[src/rtl/sc_pkg.sv]
// Shared types and constants for the stochastic-to-binary decode path.
`ifndef INWD
`define INWD 8
`endif
`ifndef NUM_RNG
`define NUM_RNG 4
`endif

package sc_pkg;

    localparam int unsigned INWD_DEF     = `INWD;
    localparam int unsigned NUM_RNG_DEF  = `NUM_RNG;
    localparam int unsigned WIN_LEN      = 1 << `INWD;

    typedef enum logic [1:0] {
        IDLE  = 2'd0,
        ACCUM = 2'd1,
        HOLD  = 2'd2
    } dec_state_t;

    typedef logic [`INWD:0] cnt_t;

endpackage

[src/rtl/sc_lane_counter.sv]
// Per-lane ones counter: synchronous clear wins over increment.
module sc_lane_counter #(
    parameter int unsigned CW = 9
) (
    input  logic          clk,
    input  logic          rst_n,
    input  logic          clr_i,
    input  logic          inc_i,
    output logic [CW-1:0] cnt_o
);

    logic [CW-1:0] cnt_q, cnt_d;

    always_comb begin
        cnt_d = cnt_q;
        if (clr_i) begin
            cnt_d = '0;
        end else if (inc_i) begin
            cnt_d = cnt_q + CW'(1);
        end
    end

    always_ff @(posedge clk or negedge rst_n) begin
        if (!rst_n) begin
            cnt_q <= '0;
        end else begin
            cnt_q <= cnt_d;
        end
    end

    assign cnt_o = cnt_q;

endmodule

[src/rtl/sc_bitstream_decoder.sv]
// Counts ones per lane over one 2^INWD-sample RNG period and hands the counts out on valid/ready.
`ifndef INWD
`define INWD 8
`endif
`ifndef NUM_RNG
`define NUM_RNG 4
`endif

module sc_bitstream_decoder
    import sc_pkg::*;
#(
    parameter int unsigned INWD     = `INWD,
    parameter int unsigned NUM_LANE = `NUM_RNG
) (
    input  logic                           clk,
    input  logic                           rst_n,
    input  logic                           start,
    input  logic                           clear,
    input  logic                           enable,
    input  logic [NUM_LANE-1:0]            bit_in,
    output logic                           busy,
    output logic                           out_valid,
    input  logic                           out_ready,
    output logic [NUM_LANE-1:0][INWD:0]    value
);

    localparam int unsigned CW = INWD + 1;
    localparam logic [CW-1:0] LAST_SAMPLE = CW'((2 ** INWD) - 1);

    dec_state_t    state_q, state_d;
    logic          busy_q, busy_d;
    logic          valid_q, valid_d;
    logic [CW-1:0] sample_cnt_q, sample_cnt_d;
    logic          win_open_c;
    logic          sample_c;

    // State and registered status flags
    always_ff @(posedge clk or negedge rst_n) begin
        if (!rst_n) begin
            state_q <= IDLE;
            busy_q  <= 1'b0;
            valid_q <= 1'b0;
        end else begin
            state_q <= state_d;
            busy_q  <= busy_d;
            valid_q <= valid_d;
        end
    end

    // Next state; clear overrides every transition including a simultaneous start
    always_comb begin
        state_d = state_q;
        if (clear) begin
            state_d = IDLE;
        end else begin
            unique case (state_q)
                IDLE: begin
                    if (start) begin
                        state_d = ACCUM;
                    end
                end
                ACCUM: begin
                    if (enable && (sample_cnt_q == LAST_SAMPLE)) begin
                        state_d = HOLD;
                    end
                end
                HOLD: begin
                    if (out_ready) begin
                        state_d = start ? ACCUM : IDLE;
                    end
                end
                default: state_d = IDLE;
            endcase
        end
    end

    // Status flags follow the state being entered so they line up with state_q
    always_comb begin
        busy_d  = 1'b0;
        valid_d = 1'b0;
        busy_d  = (state_d == ACCUM);
        valid_d = (state_d == HOLD);
    end

    assign win_open_c = (state_d == ACCUM) && (state_q != ACCUM);
    assign sample_c   = (state_q == ACCUM) && enable;

    always_comb begin
        sample_cnt_d = sample_cnt_q;
        if (clear || win_open_c) begin
            sample_cnt_d = '0;
        end else if (sample_c) begin
            sample_cnt_d = sample_cnt_q + CW'(1);
        end
    end

    always_ff @(posedge clk or negedge rst_n) begin
        if (!rst_n) begin
            sample_cnt_q <= '0;
        end else begin
            sample_cnt_q <= sample_cnt_d;
        end
    end

    // Lane counters double as the output holding registers
    for (genvar l = 0; l < NUM_LANE; l++) begin : g_lane
        sc_lane_counter #(
            .CW (CW)
        ) u_cnt (
            .clk   (clk),
            .rst_n (rst_n),
            .clr_i (clear | win_open_c),
            .inc_i (sample_c & bit_in[l]),
            .cnt_o (value[l])
        );
    end

    assign busy      = busy_q;
    assign out_valid = valid_q;

endmodule

[config.mk]
export PLATFORM = sky130hd
export DESIGN_NAME = sc_bitstream_decoder
export DESIGN_NICKNAME = d
export VERILOG_FILES = /design/src/rtl/sc_pkg.sv /design/src/rtl/sc_lane_counter.sv /design/src/rtl/sc_bitstream_decoder.sv
export SDC_FILE = /design/constraint.sdc
export NUM_CORES = 1
export LEC_CHECK = 0
export ABC_AREA = 1
export CAP_MARGIN = 10
export CORE_AREA = 2 2 74 76
export DETAILED_ROUTE_END_ITERATION = 10
export DIE_AREA = 0 0 76 78
export GPL_ROUTABILITY_DRIVEN = 1
export HOLD_SLACK_MARGIN = 0.02
export PLACE_DENSITY = 0.8
export SETUP_SLACK_MARGIN = 0.3
export SLEW_MARGIN = 25
export SYNTH_ARGS = -nofsm -noshare
export SYNTH_HDL_FRONTEND = slang
export SYNTH_SLANG_ARGS = --single-unit
[constraint.sdc]
create_clock -name clk -period 3.1 [get_ports clk]
set_input_delay 0.775 -clock clk [delete_from_list [all_inputs] [get_ports clk]]
set_output_delay 0.775 -clock clk [all_outputs]
set_load 0.02 [all_outputs]
# Yosys cells after proc, flatten, opt, wreduce, memory -nomap -nowiden
# Index checks and enable logic that the tools add are counted.
# totals
reg_bits	49
output_inout_bits	38
elab_cells	50
# classes
add_sub_neg	5
n_eq_ne	6
n_mux	16
n_bitwise	5
n_reduce_logical	10
# op_table
op	n
$mux W9	10
$add A9 B1 Y9 const B	5
$reduce_bool A2 Y1	5
$eq A9 B8 Y1 const B	1
$mux W2	4
$pmux W2 S3	1
$and A1 B1 Y1	4
$eq A2 B1 Y1 const B	2
$eq A2 B2 Y1 const B	2
$logic_and A1 B1 Y1	3
$logic_not A2 Y1	1
$ne A2 B1 Y1 const B	1
$logic_or A1 B1 Y1	1
$mux W1	1
$or A1 B1 Y1	1

# Longest topological paths before layout
# depth
word_depth	9
mapped_depth	13
mapped_depth_nobuf	11

# Hierarchy
# From an unflattened synthesis, not the netlist that was laid out.
# hier_totals
hier_cells	362
area_unflattened_um2	2770.2
# by_module_without_submodules
mod	instances	cells_per_inst	area_each_um2
sc_lane_counter	4	67	506.7
sc_bitstream_decoder	1	94	743.2

# Worst setup path before layout
# No wires, ideal clock.
# synth_path
path_type	register -> register
start	register sample_cnt_q[0]
end	register g_lane[1].u_cnt.cnt_q[2]
setup_time_ns	0.072
arrival_ns	1.944
required_time_ns	3.028
path_slack_ns	1.085
stages_incl_launch_ff	14
n_path_buf	2
period_less_slack_ns	2.015
path_cell_list	dfrtp_1 ha_1 nand2_1 nor3b_1 and2_1 ha_1 nand2_1 nand3_1 nand2_2 a21oi_4 inv_2 buf_6 buf_6 nor2_1
# synth_between
elab_chain_len	9
# synth_lines
item	line	text
start: declaration	sc_bitstream_decoder.sv:33	logic [CW-1:0] sample_cnt_q, sample_cnt_d;
start signal: assignment	sc_bitstream_decoder.sv:101	sample_cnt_q <= sample_cnt_d;
$eq A9 B8 Y1 *	sc_bitstream_decoder.sv:63	if (enable && (sample_cnt_q == LAST_SAMPLE)) begin
$logic_and A1 B1 Y1 *	sc_bitstream_decoder.sv:63	
$mux W2 *	sc_bitstream_decoder.sv:63	
$pmux W2 S3 *	sc_bitstream_decoder.sv:56	unique case (state_q)
$mux W2 *	sc_bitstream_decoder.sv:53	if (clear) begin
$eq A2 B1 Y1 *	sc_bitstream_decoder.sv:85	assign win_open_c = (state_d == ACCUM) && (state_q != ACCUM);
$logic_and A1 B1 Y1 *	sc_bitstream_decoder.sv:85	
$or A1 B1 Y1 *	sc_bitstream_decoder.sv:112	.clr_i (clear | win_open_c),
$mux W9 or $reduce_bool A2 Y1 (tied branches)	n/a	
end signal: assignment	sc_lane_counter.sv:27	cnt_q <= cnt_d;
end: declaration	sc_lane_counter.sv:12	logic [CW-1:0] cnt_q, cnt_d;
# Every way passes the cells marked *; elsewhere a longest branch is shown, timed or not.
# A chain may end at the register's enable or synchronous reset.

# Final worst setup path
# layout_path
start	register sample_cnt_q[0]
end	register g_lane[3].u_cnt.cnt_q[8]
# layout_between
elab_chain_len	9
# layout_lines
item	line
$eq A9 B8 Y1 *	sc_bitstream_decoder.sv:63
$logic_and A1 B1 Y1 *	sc_bitstream_decoder.sv:63
$mux W2 *	sc_bitstream_decoder.sv:63
$pmux W2 S3 *	sc_bitstream_decoder.sv:56
$mux W2 *	sc_bitstream_decoder.sv:53
$eq A2 B1 Y1 *	sc_bitstream_decoder.sv:85
$logic_and A1 B1 Y1 *	sc_bitstream_decoder.sv:85
$or A1 B1 Y1 *	sc_bitstream_decoder.sv:112
$mux W9 or $reduce_bool A2 Y1 (tied branches)	n/a
end signal: assignment	sc_lane_counter.sv:27
end: declaration	sc_lane_counter.sv:12
# Marks and branches as above.

==> metrics <==
placed wire-length estimate 3943 µm; final period utilization 73.27%; clock-pin transition on the worst setup and hold timing paths 80 ps; setup skew after layout 6.514 ps; per-cell routed wire length 11.69 µm; die area 5928 µm²; via count of the first global-routing pass 2310; largest net degree at the start of global routing 39; Hold Fails Final Rpt 0; post-route total power 0.001079 W; power density over the cells 327.0 nW/µm²; endpoint of the worst setup timing path g_lane[3].u_cnt.cnt_o[8]$_DFFE_PN0P_; critical path capture point type flip-flop; post-cts repair resize count 0; launching point of the worst reg2reg path sample_cnt_q[0]$_DFFE_PN0P_; maximum buffer depth of the clock tree 2; peak fanout along the critical path 38; RePlAce Congestion 0.8960; Worst R2R End g_lane[3].u_cnt.cnt_o[8]$_DFFE_PN0P_; core utilization of the finished layout 65.43%; clock sink total 49; post-synthesis compound-gate area fraction 3.609%; Final Critical Period 2271 ps; result of the run finished, final reports clean; number of flip-flops and latches in the synthesized netlist 49; Total Negative Setup Slacks 0 ps; number of inserted filler cells in the final layout 453; post-CTS setup buffers 0; latest clock arrival within the worst-skew pair 290 ps; DR DRC count 0; vertical extent of the die 78 µm; Diodes inserted 0; post-synthesis xor/xnor area fraction 5.831%; sequential share of the synthesized area 45.35%; multi-input gate area in the final layout 1244 µm²; dpl cells 467; Worst Tran Pin Value 673.0 ps; placeable core region 5042 µm²; library cells used by synthesis 26; area of the mapped netlist 2704 µm²; Root Buffer sky130_fd_sc_hd__clkbuf_8; CTS tree yes; leakage power summed over all cells 1.436 nW; Post-Route Hold Slack 347.1 ps; dominant cell type by area after synthesis sky130_fd_sc_hd__dfrtp_1; Worst setup SP type flip-flop; Seq. cell area 1226 µm²; share of post-route cells with drive strength above 1 5.459%; number of H-tree levels 2; Area Overhead vs Synth 22.03%; Buffers on Ports 47; boundary pin count 48; proportion of synthesized area in mux cells 0%; setup repair after global routing missed its margin no; simple-gate share of the synthesized area 33.78%; top post-synthesis cells by area sky130_fd_sc_hd__dfrtp_1 45%, sky130_fd_sc_hd__nand2_1 14%, sky130_fd_sc_hd__nor2_1 8.3%; main combinational cell family by area after synthesis simple AND/OR/NAND/NOR gates; starting density of the core 53.62%; number of warnings reported in the yosys synthesis log 0; DRT Wirelength 5531 µm; DRT iter0 DRCs 80; count of TritonRoute iterations in the first routing pass 4; Critical Path AT 2480 ps; GRT Util Overall 20.38%; Post-Syn Instances 353; startpoint of the most critical setup path sample_cnt_q[0]$_DFFE_PN0P_; max-cap violations 0; clock buffers created by TritonCTS 5; number of hold buffers added after CTS 0; worst endpoint required time 3310 ps; number of nets still failing antenna checks after routing 0; peak supply drop 0.2301 mV; Cell Count, Final, Fillers Out 473; net count reported at finish 420; row count 26; post-synthesis share of cell area spent on full adders, half adders and majority gates 2.776%; x dimension of the die 76 µm; number of pins with negative max-slew slack in the final report 0; CP Class flip-flop to flip-flop; Post-Synthesis Mean Instance Area 7.660 µm²; Slew Limit Headroom 55.07%; overall via count from detail_route 2377; portion of synthesized cell area occupied by the leading cell type 45.35%; number of cells traversed by the worst register-to-register path 11; register-to-register path setup slack 830 ps; first-pass GRT wire length 10020 µm; setup-violating endpoint count in the final report 0; Hold WC Path Type input port to async pin; Via-to-Cell Ratio 5.025; upper clock frequency limit 440.2 MHz; GR Overflow Total 0; initial antenna violation count 0; net count after synthesis 369
-- routing by layer --
metal	GRT usage, %	share of wire, %	vias up
met3	3.488	3.6	6
met4	5.818	1.2	0
li1	-	-	1199
met1	24.70	45	1124
met5	0	0	-
met2	37.41	50	48
-- power breakdown --
part	switching [W]	internal, W
sequential	0.00000370	0.000643
clock	0.000191	0.000149
combinational	0.0000636	0.0000291
total	0.000258	0.000821
-- how the worst min path moves through the flow --
stage | from | to | slack, ps | cells after the start
6_report | rst_n | g_lane[3].u_cnt.cnt_o[4]$_DFFE_PN0P_ | 350 | 1
5_1_grt | rst_n | g_lane[3].u_cnt.cnt_o[4]$_DFFE_PN0P_ | 360 | 1
4_1_cts | rst_n | g_lane[3].u_cnt.cnt_o[4]$_DFFE_PN0P_ | 350 | 1
3_5_place_dp | sample_cnt_q[8]$_DFFE_PN0P_ | sample_cnt_q[8]$_DFFE_PN0P_ | 520 | 2
3_3_place_gp | sample_cnt_q[8]$_DFFE_PN0P_ | sample_cnt_q[8]$_DFFE_PN0P_ | 520 | 2
2_1_floorplan | rst_n | busy$_DFF_PN0_ | 480 | 0
-- layout by cell type, fill, tap and decap left out, types with 5 or more instances in the layout --
cell                                n
sky130_fd_sc_hd__a21oi_1            9
sky130_fd_sc_hd__buf_4              5
sky130_fd_sc_hd__clkbuf_8           5
sky130_fd_sc_hd__clkdlybuf4s50_1   46
sky130_fd_sc_hd__dfrtp_1           49
sky130_fd_sc_hd__ha_1               6
sky130_fd_sc_hd__inv_1             43
sky130_fd_sc_hd__nand2_1          101
sky130_fd_sc_hd__nand3_1           25
sky130_fd_sc_hd__nand4_1           11
sky130_fd_sc_hd__nor2_1            60
sky130_fd_sc_hd__xor2_1            17
-- worst max-delay path: stages (launching register included) --
cell and delay, ps:
sky130_fd_sc_hd__dfrtp_1 390, sky130_fd_sc_hd__ha_1 180, sky130_fd_sc_hd__nand2_1 80, sky130_fd_sc_hd__nor3b_1 330, sky130_fd_sc_hd__and2_1 190, sky130_fd_sc_hd__ha_1 140
sky130_fd_sc_hd__nand2_1 70, sky130_fd_sc_hd__nand3_1 100, sky130_fd_sc_hd__nand2_2 90, sky130_fd_sc_hd__a21oi_4 130, sky130_fd_sc_hd__inv_2 270, sky130_fd_sc_hd__a21oi_1 220
-- layout make-up --
| type | instances | area share, % |
|---|---|---|
| multi-input combinational | 252 | 37.69 |
| sequential | 49 | 37.16 |
| timing repair buffer | 52 | 15.24 |
| inverter | 44 | 5.006 |
| tap | 70 | 2.655 |
| clock buffer | 5 | 2.086 |
| clock inverter | 1 | 0.1517 |
-- synth_stat cells --
| cell | instances |
|---|---|
| sky130_fd_sc_hd__inv_2 | 1 |
| sky130_fd_sc_hd__nor2_4 | 1 |
| sky130_fd_sc_hd__or2_2 | 1 |
| sky130_fd_sc_hd__o21bai_1 | 4 |
| sky130_fd_sc_hd__nor3_1 | 4 |
| sky130_fd_sc_hd__and2_1 | 3 |
| sky130_fd_sc_hd__buf_6 | 4 |
| sky130_fd_sc_hd__buf_4 | 2 |
| sky130_fd_sc_hd__nor3b_1 | 1 |
| sky130_fd_sc_hd__nand4_1 | 11 |
| sky130_fd_sc_hd__a21oi_1 | 9 |
| sky130_fd_sc_hd__buf_2 | 1 |
| sky130_fd_sc_hd__nor2_1 | 60 |
| sky130_fd_sc_hd__inv_1 | 43 |
| sky130_fd_sc_hd__dfrtp_1 | 49 |
| sky130_fd_sc_hd__nand2_1 | 101 |
| sky130_fd_sc_hd__nand2_2 | 1 |
| sky130_fd_sc_hd__xnor2_1 | 1 |
| sky130_fd_sc_hd__nor2_2 | 4 |
| sky130_fd_sc_hd__ha_1 | 6 |
| sky130_fd_sc_hd__nand3_1 | 25 |
| sky130_fd_sc_hd__a21oi_4 | 1 |
| sky130_fd_sc_hd__clkbuf_1 | 1 |
| sky130_fd_sc_hd__xor2_1 | 17 |
| sky130_fd_sc_hd__o22ai_1 | 1 |
| sky130_fd_sc_hd__nor2_8 | 1 |
-- state kept, by name, summed over array words and instances, names as in the netlist --
register and cells:
busy 1, out_valid 1, sample_cnt_q 9, g_lane.u_cnt.cnt_o 36, state_q 2
-- per-stage QoR --
stage / setup WS, ps / cell area [µm²]
after floorplan: 1085 / 2704
after global placement: 770.1 / 3226
after detailed placement: 708.9 / 3226
after CTS: 800.2 / 3299
after global routing: 581.4 / 3299
final: 828.5 / 3299
-- logic make-up after synthesis --
group,Yosys count
xor gates and xnor gates,18
DFF,49
adders and majority gates,6
AOI/OAI and AO/OA,15
and+or+nand+nor,213
buffers and inverters,52
No activity file was read; power rests on OpenSTA's default activity.
